`config.mk`:
```
export PLATFORM = sky130hd
export DESIGN_NAME = seq_detect_n
export DESIGN_NICKNAME = d
export VERILOG_FILES = /design/src/rtl/seq_detect_pkg.sv /design/src/rtl/seq_detect_cmp.sv /design/src/rtl/seq_detect_n.sv
export SDC_FILE = /design/constraint.sdc
export NUM_CORES = 1
export LEC_CHECK = 0
export BUFFER_PORTS_ARGS = -buffer_cell sky130_fd_sc_hd__buf_4
export CAP_MARGIN = 10
export CELL_PAD_IN_SITES_DETAIL_PLACEMENT = 1
export CELL_PAD_IN_SITES_GLOBAL_PLACEMENT = 1
export CORE_MARGIN = 10
export CORE_UTILIZATION = 44
export CTS_BUF_LIST = sky130_fd_sc_hd__clkbuf_16
export DETAILED_ROUTE_END_ITERATION = 10
export PLACE_DENSITY_LB_ADDON = 0.2
export SLEW_MARGIN = 20
export SYNTH_ARGS = -nofsm -noshare
export SYNTH_HDL_FRONTEND = slang
export SYNTH_SLANG_ARGS = --single-unit
```
`constraint.sdc`:
```
create_clock -name clk -period 3.5 [get_ports clk]
set_input_delay 0.7 -clock clk [delete_from_list [all_inputs] [get_ports clk]]
set_output_delay 0.7 -clock clk [all_outputs]
set_load 0.03 [all_outputs]
```
`src/rtl/seq_detect_pkg.sv`:
```
// Shared types and default sizes for the serial pattern detector.
package seq_detect_pkg;

  localparam int unsigned PAT_W_DEF = 8;
  localparam int unsigned CNT_W_DEF = 16;

  typedef enum logic [1:0] {
    IDLE  = 2'd0,
    FILL  = 2'd1,
    ARMED = 2'd2
  } state_e;

endpackage : seq_detect_pkg

```
`src/rtl/seq_detect_cmp.sv`:
```
// Combinational length-masked comparator: hit when the low len bits of
// history equal the low len bits of the pattern.
module seq_detect_cmp #(
  parameter int unsigned PAT_W = 8,
  parameter int unsigned LEN_W = 4
) (
  input  logic [PAT_W-1:0] hist_i,
  input  logic [PAT_W-1:0] pat_i,
  input  logic [LEN_W-1:0] len_i,
  output logic             hit_o
);

  logic [PAT_W-1:0] mask_c;

  // Thermometer mask covering bit positions below len
  always_comb begin
    mask_c = '0;
    for (int unsigned i = 0; i < PAT_W; i++) begin
      mask_c[i] = (LEN_W'(i) < len_i);
    end
  end

  assign hit_o = (((hist_i ^ pat_i) & mask_c) == '0);

endmodule : seq_detect_cmp

```
`src/rtl/seq_detect_n.sv`:
```
// Serial sequence detector with programmable pattern/length, overlapping or
// non-overlapping matching, sticky config error and optional match counter.
// Optional feature: define SEQDET_MATCH_CNT_EN to implement the saturating
// match counter; otherwise match_cnt is tied to zero.
module seq_detect_n
  import seq_detect_pkg::*;
#(
  parameter int unsigned PAT_W = PAT_W_DEF,
  parameter int unsigned CNT_W = CNT_W_DEF
) (
  input  logic                       clk,
  input  logic                       rst,
  input  logic                       en,
  input  logic                       in,
  input  logic                       in_valid,
  input  logic [PAT_W-1:0]           pat,
  input  logic [$clog2(PAT_W+1)-1:0] pat_len,
  input  logic                       overlap,
  input  logic                       clr,
  output logic                       match,
  output logic [CNT_W-1:0]           match_cnt,
  output logic                       err,
  output logic [1:0]                 state
);

  localparam int unsigned LEN_W = $clog2(PAT_W + 1);

  state_e           state_q, state_d;
  logic [PAT_W-1:0] hist_q, hist_d;
  logic [LEN_W-1:0] fill_q, fill_d;
  logic             match_q, match_d;
  logic             err_q, err_d;
  logic             en_q;
  logic [PAT_W-1:0] pat_q, pat_d;
  logic [LEN_W-1:0] len_q, len_d;
  logic             ovl_q, ovl_d;

  logic [PAT_W-1:0] shift_c;
  logic [LEN_W-1:0] fill_inc_c;
  logic             len_legal_c;
  logic             hit_c;

  // History with the current bit appended, and fill saturating at length
  assign shift_c     = {hist_q[PAT_W-2:0], in};
  assign fill_inc_c  = (fill_q >= len_q) ? len_q : fill_q + LEN_W'(1);
  assign len_legal_c = (pat_len != '0) && (pat_len <= LEN_W'(PAT_W));

  seq_detect_cmp #(
    .PAT_W (PAT_W),
    .LEN_W (LEN_W)
  ) u_cmp (
    .hist_i (shift_c),
    .pat_i  (pat_q),
    .len_i  (len_q),
    .hit_o  (hit_c)
  );

  // State and datapath registers
  always_ff @(posedge clk or negedge rst) begin
    if (!rst) begin
      state_q <= IDLE;
      hist_q  <= '0;
      fill_q  <= '0;
      match_q <= 1'b0;
      err_q   <= 1'b0;
      en_q    <= 1'b0;
      pat_q   <= '0;
      len_q   <= '0;
      ovl_q   <= 1'b0;
    end else begin
      state_q <= state_d;
      hist_q  <= hist_d;
      fill_q  <= fill_d;
      match_q <= match_d;
      err_q   <= err_d;
      en_q    <= en;
      pat_q   <= pat_d;
      len_q   <= len_d;
      ovl_q   <= ovl_d;
    end
  end

  // Next-state, config latch, shift/fill and match decision
  always_comb begin
    state_d = state_q;
    hist_d  = hist_q;
    fill_d  = fill_q;
    match_d = 1'b0;
    err_d   = err_q;
    pat_d   = pat_q;
    len_d   = len_q;
    ovl_d   = ovl_q;

    if (!en) begin
      state_d = IDLE;
      hist_d  = '0;
      fill_d  = '0;
    end else begin
      unique case (state_q)
        IDLE: begin
          // Config is captured only on the enable rising edge
          if (!en_q) begin
            pat_d  = pat;
            len_d  = pat_len;
            ovl_d  = overlap;
            hist_d = '0;
            fill_d = '0;
            if (len_legal_c) begin
              state_d = FILL;
            end else begin
              err_d = 1'b1;
            end
          end
        end
        FILL, ARMED: begin
          if (in_valid && !clr) begin
            hist_d = shift_c;
            fill_d = fill_inc_c;
            if (hit_c && (fill_inc_c == len_q)) begin
              match_d = 1'b1;
              if (ovl_q) begin
                state_d = ARMED;
              end else begin
                fill_d  = '0;
                state_d = FILL;
              end
            end else if (fill_inc_c == len_q) begin
              state_d = ARMED;
            end else begin
              state_d = FILL;
            end
          end
        end
        default: begin
          state_d = IDLE;
        end
      endcase
    end

    // Clear wins over everything except the enable drop
    if (clr) begin
      hist_d  = '0;
      fill_d  = '0;
      err_d   = 1'b0;
      match_d = 1'b0;
      if (en && (state_q != IDLE)) begin
        state_d = FILL;
      end
    end
  end

`ifdef SEQDET_MATCH_CNT_EN
  logic [CNT_W-1:0] cnt_q, cnt_d;

  // Saturating match counter
  always_comb begin
    cnt_d = cnt_q;
    if (clr) begin
      cnt_d = '0;
    end else if (match_d && (cnt_q != '1)) begin
      cnt_d = cnt_q + CNT_W'(1);
    end
  end

  // Counter register
  always_ff @(posedge clk or negedge rst) begin
    if (!rst) begin
      cnt_q <= '0;
    end else begin
      cnt_q <= cnt_d;
    end
  end

  assign match_cnt = cnt_q;
`else
  assign match_cnt = '0;
`endif

  assign match = match_q;
  assign err   = err_q;
  assign state = state_q;

endmodule : seq_detect_n

```
# == Word level (Yosys, flattened, before mapping) ==
# Index checks and enable logic that the tools add are counted.
# op_classes
n_addsub,1
n_reduce_logical,15
bitwise_logic,3
n_lt_le_gt_ge,10
n_mux,33
n_eq_ne,8
# ops
op,n
$mux 4,7
$mux 7,4
$mux 2,9
$lt 3x4->1 const A,4
$pmux 7 s2,1
$mux 1,10
$and 8x8->8,1
$logic_not 8->1,1
$lt 1x4->1 const A,2
$lt 2x4->1 const A,2
$ne 4x4->1 const B,2
$pmux 4 s2,1
$xor 8x8->8,1
$reduce_and 3->1,2
$reduce_bool 2->1,3
$add 4x1->4 const B,1
$eq 4x4->1,1
$ge 4x4->1,1
$le 4x4->1 const B,1
$logic_and 1x1->1,4
$ne 2x2->1 const B,2
$ne 4x1->1 const B,1
$pmux 2 s2,1
$reduce_and 4->1,1
other kinds (7),7
# totals
out_inout_bits,20
reg_bits,29
word_cells,79
in_bits,19

# == Depth between registers and ports, before layout ==
# depth
word_depth,10
mapped_depth,9
depth_no_buf,8

# == Cells and area by module ==
# From an unflattened synthesis, not the netlist that was laid out.
# unflattened
hier_cells,166
area_unflattened_um2,1739.2
# modules_own_cells
mod,seq_area_each_um2,cells_per_inst,instances,area_each_um2
seq_detect_n,725.7,142,1,1574.0
seq_detect_cmp,0.0,24,1,165.2

# == Worst setup path after synthesis ==
# OpenSTA, ideal clock, no wires.
# synth_timing
kind,register -> register
startpoint,reg len_q[0]
endpoint,reg fill_q[2]
n_path_buf,1
synth_period_minus_slack_ns,1.983
setup_ns,0.131
t_required_ns,3.369
arrival_ns,1.853
stages_incl_launch_ff,9
setup_slack_ns,1.517
cell_sequence,dfrtp_1 > ha_1 > nand2b_4 > a2111oi_2 > or3_1 > buf_6 > and2_4 > o21ai_4 > o221ai_2
# synth_via
elab_chain_len,9
elab_cells_between_ends,20
cone_classes,9 x order compare; 1 x eq/ne; 7 x mux; 1 x bitwise; 2 x reduce/logical
# synth_rtl
element,line,source
from (decl),seq_detect_n.sv:35,"logic [LEN_W-1:0] len_q, len_d;"
from (signal assigned),seq_detect_n.sv:78,len_q <= len_d;
"$lt 1x4->1, or another cell as far along",seq_detect_cmp.sv:19,mask_c[i] = (LEN_W'(i) < len_i);
$and 8x8->8 / $mux 4 (equally long branches),"seq_detect_cmp.sv:23, seq_detect_n.sv:45",
$logic_not 8->1 / $eq 4x4->1 (equally long branches),"seq_detect_cmp.sv:23, seq_detect_n.sv:119",
$logic_and 1x1->1,seq_detect_n.sv:119,if (hit_c && (fill_inc_c == len_q)) begin
$mux 4 (*),seq_detect_n.sv:119,
$mux 4 (*),seq_detect_n.sv:116,if (in_valid && !clr) begin
$pmux 4 s2 (*),seq_detect_n.sv:99,unique case (state_q)
$mux 4 (*),seq_detect_n.sv:94,if (!en) begin
$mux 4 (*),seq_detect_n.sv:141,if (clr) begin
to (signal assigned),seq_detect_n.sv:73,fill_q <= fill_d;
to (decl),seq_detect_n.sv:30,"logic [LEN_W-1:0] fill_q, fill_d;"
# Mark *: on every way between the ends. The rest lies on a longest branch, timed or not. The select of a mux whose other input is x is not followed.
# A chain may end at the register's enable or synchronous reset.

# == Final worst setup path ==
# layout_timing
startpoint,reg fill_q[0]
endpoint,reg fill_q[3]
# layout_via
elab_chain_len,9
elab_cells_between_ends,11
cone_classes,1 x add/sub; 1 x order compare; 1 x eq/ne; 7 x mux; 1 x reduce/logical
# layout_rtl
element,line,source
$add 4x1->4 / $ge 4x4->1 (equally long branches),seq_detect_n.sv:45,assign fill_inc_c = (fill_q >= len_q) ? len_q : fill_q + LEN_W'(1);
$mux 4 (*),seq_detect_n.sv:45,
$eq 4x4->1,seq_detect_n.sv:119,
$logic_and 1x1->1,seq_detect_n.sv:119,
$mux 4 (*),seq_detect_n.sv:119,
$mux 4 (*),seq_detect_n.sv:116,
$pmux 4 s2 (*),seq_detect_n.sv:99,
$mux 4 (*),seq_detect_n.sv:94,
$mux 4 (*),seq_detect_n.sv:141,
# Marked as above.

==> impl_results.md <==
* Post-Route Setup TNS at 0 ns
* Delay-heaviest family, CP: simple AND/OR/NAND/NOR gates
* Sequential area share after synthesis at 39.6%
* Pleak at 0.000999 uW
* H-tree depth reported by CTS at 2
* Post-synth top area share at 39.6%
* Initial drt markers at 54
* Largest net degree at the start of global routing at 30
* Slowest cell on crit path: dfrtp_1
* # hold bufs at CTS at 0
* Ant. Diodes at 0
* All-Layer GR Usage at 13.3%
* Syn Inst Count at 194
* Root Buffer: clkbuf_16
* IO Count at 39
* Commonest non-fill, non-tap cell in the layout: nand2_1
* Post-route ant nets at 0
* Clk pin slew, worst setup/hold paths at 0.05 ns
* Detail Placement HPWL at 3310 um
* Crit path buf inv count at 1
* Slew headroom at 42.7%
* Min-delay worst type: in -> async
* CTS Sinks at 29
* Crit path time final at 2.26 ns
* Post-Syn Area at 0.00183 mm2
* Num rows at 23
* Port bufs at 22
* Category of the most critical setup path: reg -> reg
* CP Launch Type: flop
* Die Wd at 84.5 um
* Clock buffer count from CTS at 5
* Syn Area/Cell at 9.44 um2
* Area of the core at 0.00403 mm2
* Final Wtd Congestion at 0.854
* First-pass DRT Iterations at 4
* Data arrival, critical path at 2.44 ns
* Later-pin clock latency in the skew report at 0.27 ns
* Share of layout cells above drive strength 1 at 20.0%
* Total grt overflow at 0
* Max-Cap Viols at 0
* Layout Nets at 240
* Final wirelength at 4510 um
* Most used DFF post-synth: dfrtp_1
* Total setup buffers inserted after CTS at 0
* Critical Path Sink Type: flop
* Vias post-DR at 1,349
* Vias in the first global route at 1,519
* Asr flop ratio synth at 100%
* CTS tree: yes
* Crit path largest cell delay at 0.45 ns
* PnR worst setup slack at 1.24 ns
* Cell breakdown of the critical path: inv_1 > ha_1 > nand2b_4 > a2111oi_2 > or3_1 > and2_4 > o21ai_4 > o221ai_2
* EDFF count, synth at 0
* Antenna violations before repair at 0
* Die Span Y at 84.5 um
* Most frequent cells in the layout: 42 x nand2_1, 29 x dfrtp_1, 22 x buf_4, 16 x conb_1, 12 x xnor2_1
* Final setup violation count at 0
* Starting Density at 45.5%
* WP data required at 3.68 ns
* Mean routed wirelength per cell at 17.0 um
* Final period util at 64.5%
* Number of synthesized register bits at 29
* Pwr/cell area at 622 mW/mm2
* Distinct cells, synth at 44
* First-pass GRT wire length at 7850 um
* Die ar. at 0.00714 mm2
* Post-CTS resize count at 0
* Status: completed
* Actual slew at the worst max-slew pin at 0.857 ns
* Clk_skew at 0.00640 ns
* Final Max Slew Viols at 0
* DR DRC count at 0
* Area growth syn-to-layout at 13.7%
* Ys Warns at 0
* Via/cell ratio at 5.09
* Max Freq at 443 MHz
* Post-synth top area cell: dfrtp_1
* Fin. Hold Viols at 0
* RSZ-0062 raised after global routing: no
* Maximum fanout along the worst path at 9
* Synth top area cells: dfrtp_1 40%, nand2_1 8.6%, buf_4 7.0%
* Worst VDD drop at 0.301 mV
* Dpl ws at 1.27 ns
* Maximum clock path buffer count at 2
## cells in the mapped netlist, drive strengths merged (4+ instances only)
cell    count
nand3       5
nand2b      5
dfrtp      29
a21oi       4
inv         7
nand2      42
nor2        6
ha          7
xnor2      12
o21ai      12
a22o        8
buf        21
## per-stage QoR
step | instance area, um2 | util (%) | hold WS [ns] | power [uW] | std cells
global route | 2080 | 51.7 | 0.380 | 1380 | 265
detailed placement | 1940 | 48.3 | 0.490 | 889 | 257
CTS | 2080 | 51.7 | 0.361 | 1310 | 265
global placement | 1940 | 48.3 | 0.485 | 874 | 257
floorplan | 1890 | - | 0.404 | 819 | 209
finish | 2080 | 51.7 | 0.347 | 1300 | 265
## registers in the layout, summed over array words and instances, names as in the netlist
register and count:
pat_q 8, hist_q 7, fill_q 4, len_q 4, state 2, en_q 1
err 1, match 1, ovl_q 1
## layout make-up
type	count	area [um2]
well taps	50	62.6
fillers	489	1950
clock buffers	5	125
repair buffers	22	165
flip-flops and latches	29	726
clock inverters	3	13.8
inverters	8	30.0
multi-input cells	148	961
## worst paths after layout
check / start / to / slack [ns] / cells past startpoint
min in group clk: err / err / 0.50 / 2
worst min register to register: err / err / 0.50 / 2
worst max register to register: fill_q[0] / fill_q[3] / 1.24 / 8
worst min-delay path: rst / match / 0.35 / 1
worst max-delay path: fill_q[0] / fill_q[3] / 1.24 / 8
max in group asynchronous: rst / hist_q[2] / 2.86 / 1
## cell families after synthesis
group / after synthesis / synth area share, %
other: 1 / 0.205
DFF: 29 / 39.6
buffers and inverters: 32 / 11.0
muxes: 2 / 1.09
AOI/OAI and AO/OA: 36 / 15.9
adders and majority gates: 7 / 4.78
and+or+nand+nor: 72 / 20.2
xor gates and xnor gates: 15 / 7.17
## layer usage
| metal | GRT usage (%) | vias up | share of wire (%) |
|---|---|---|---|
| li1 | - | 664 | - |
| met1 | 15.6 | 658 | 44 |
| met2 | 22.8 | 21 | 51 |
| met3 | 4.06 | 6 | 3.7 |
| met4 | 3.74 | 0 | 1.0 |
| met5 | 0 | - | 0 |
## power by group
part / switching [uW] / internal [uW] / leakage [uW] / total (uW)
combinational: 247 / 177 / 0.000543 / 423
sequential: 79.7 / 390 / 0.000381 / 470
clock: 146 / 257 / 0.0000748 / 403
total: 472 / 824 / 0.000999 / 1300
(Power assumes the default switching activity.)
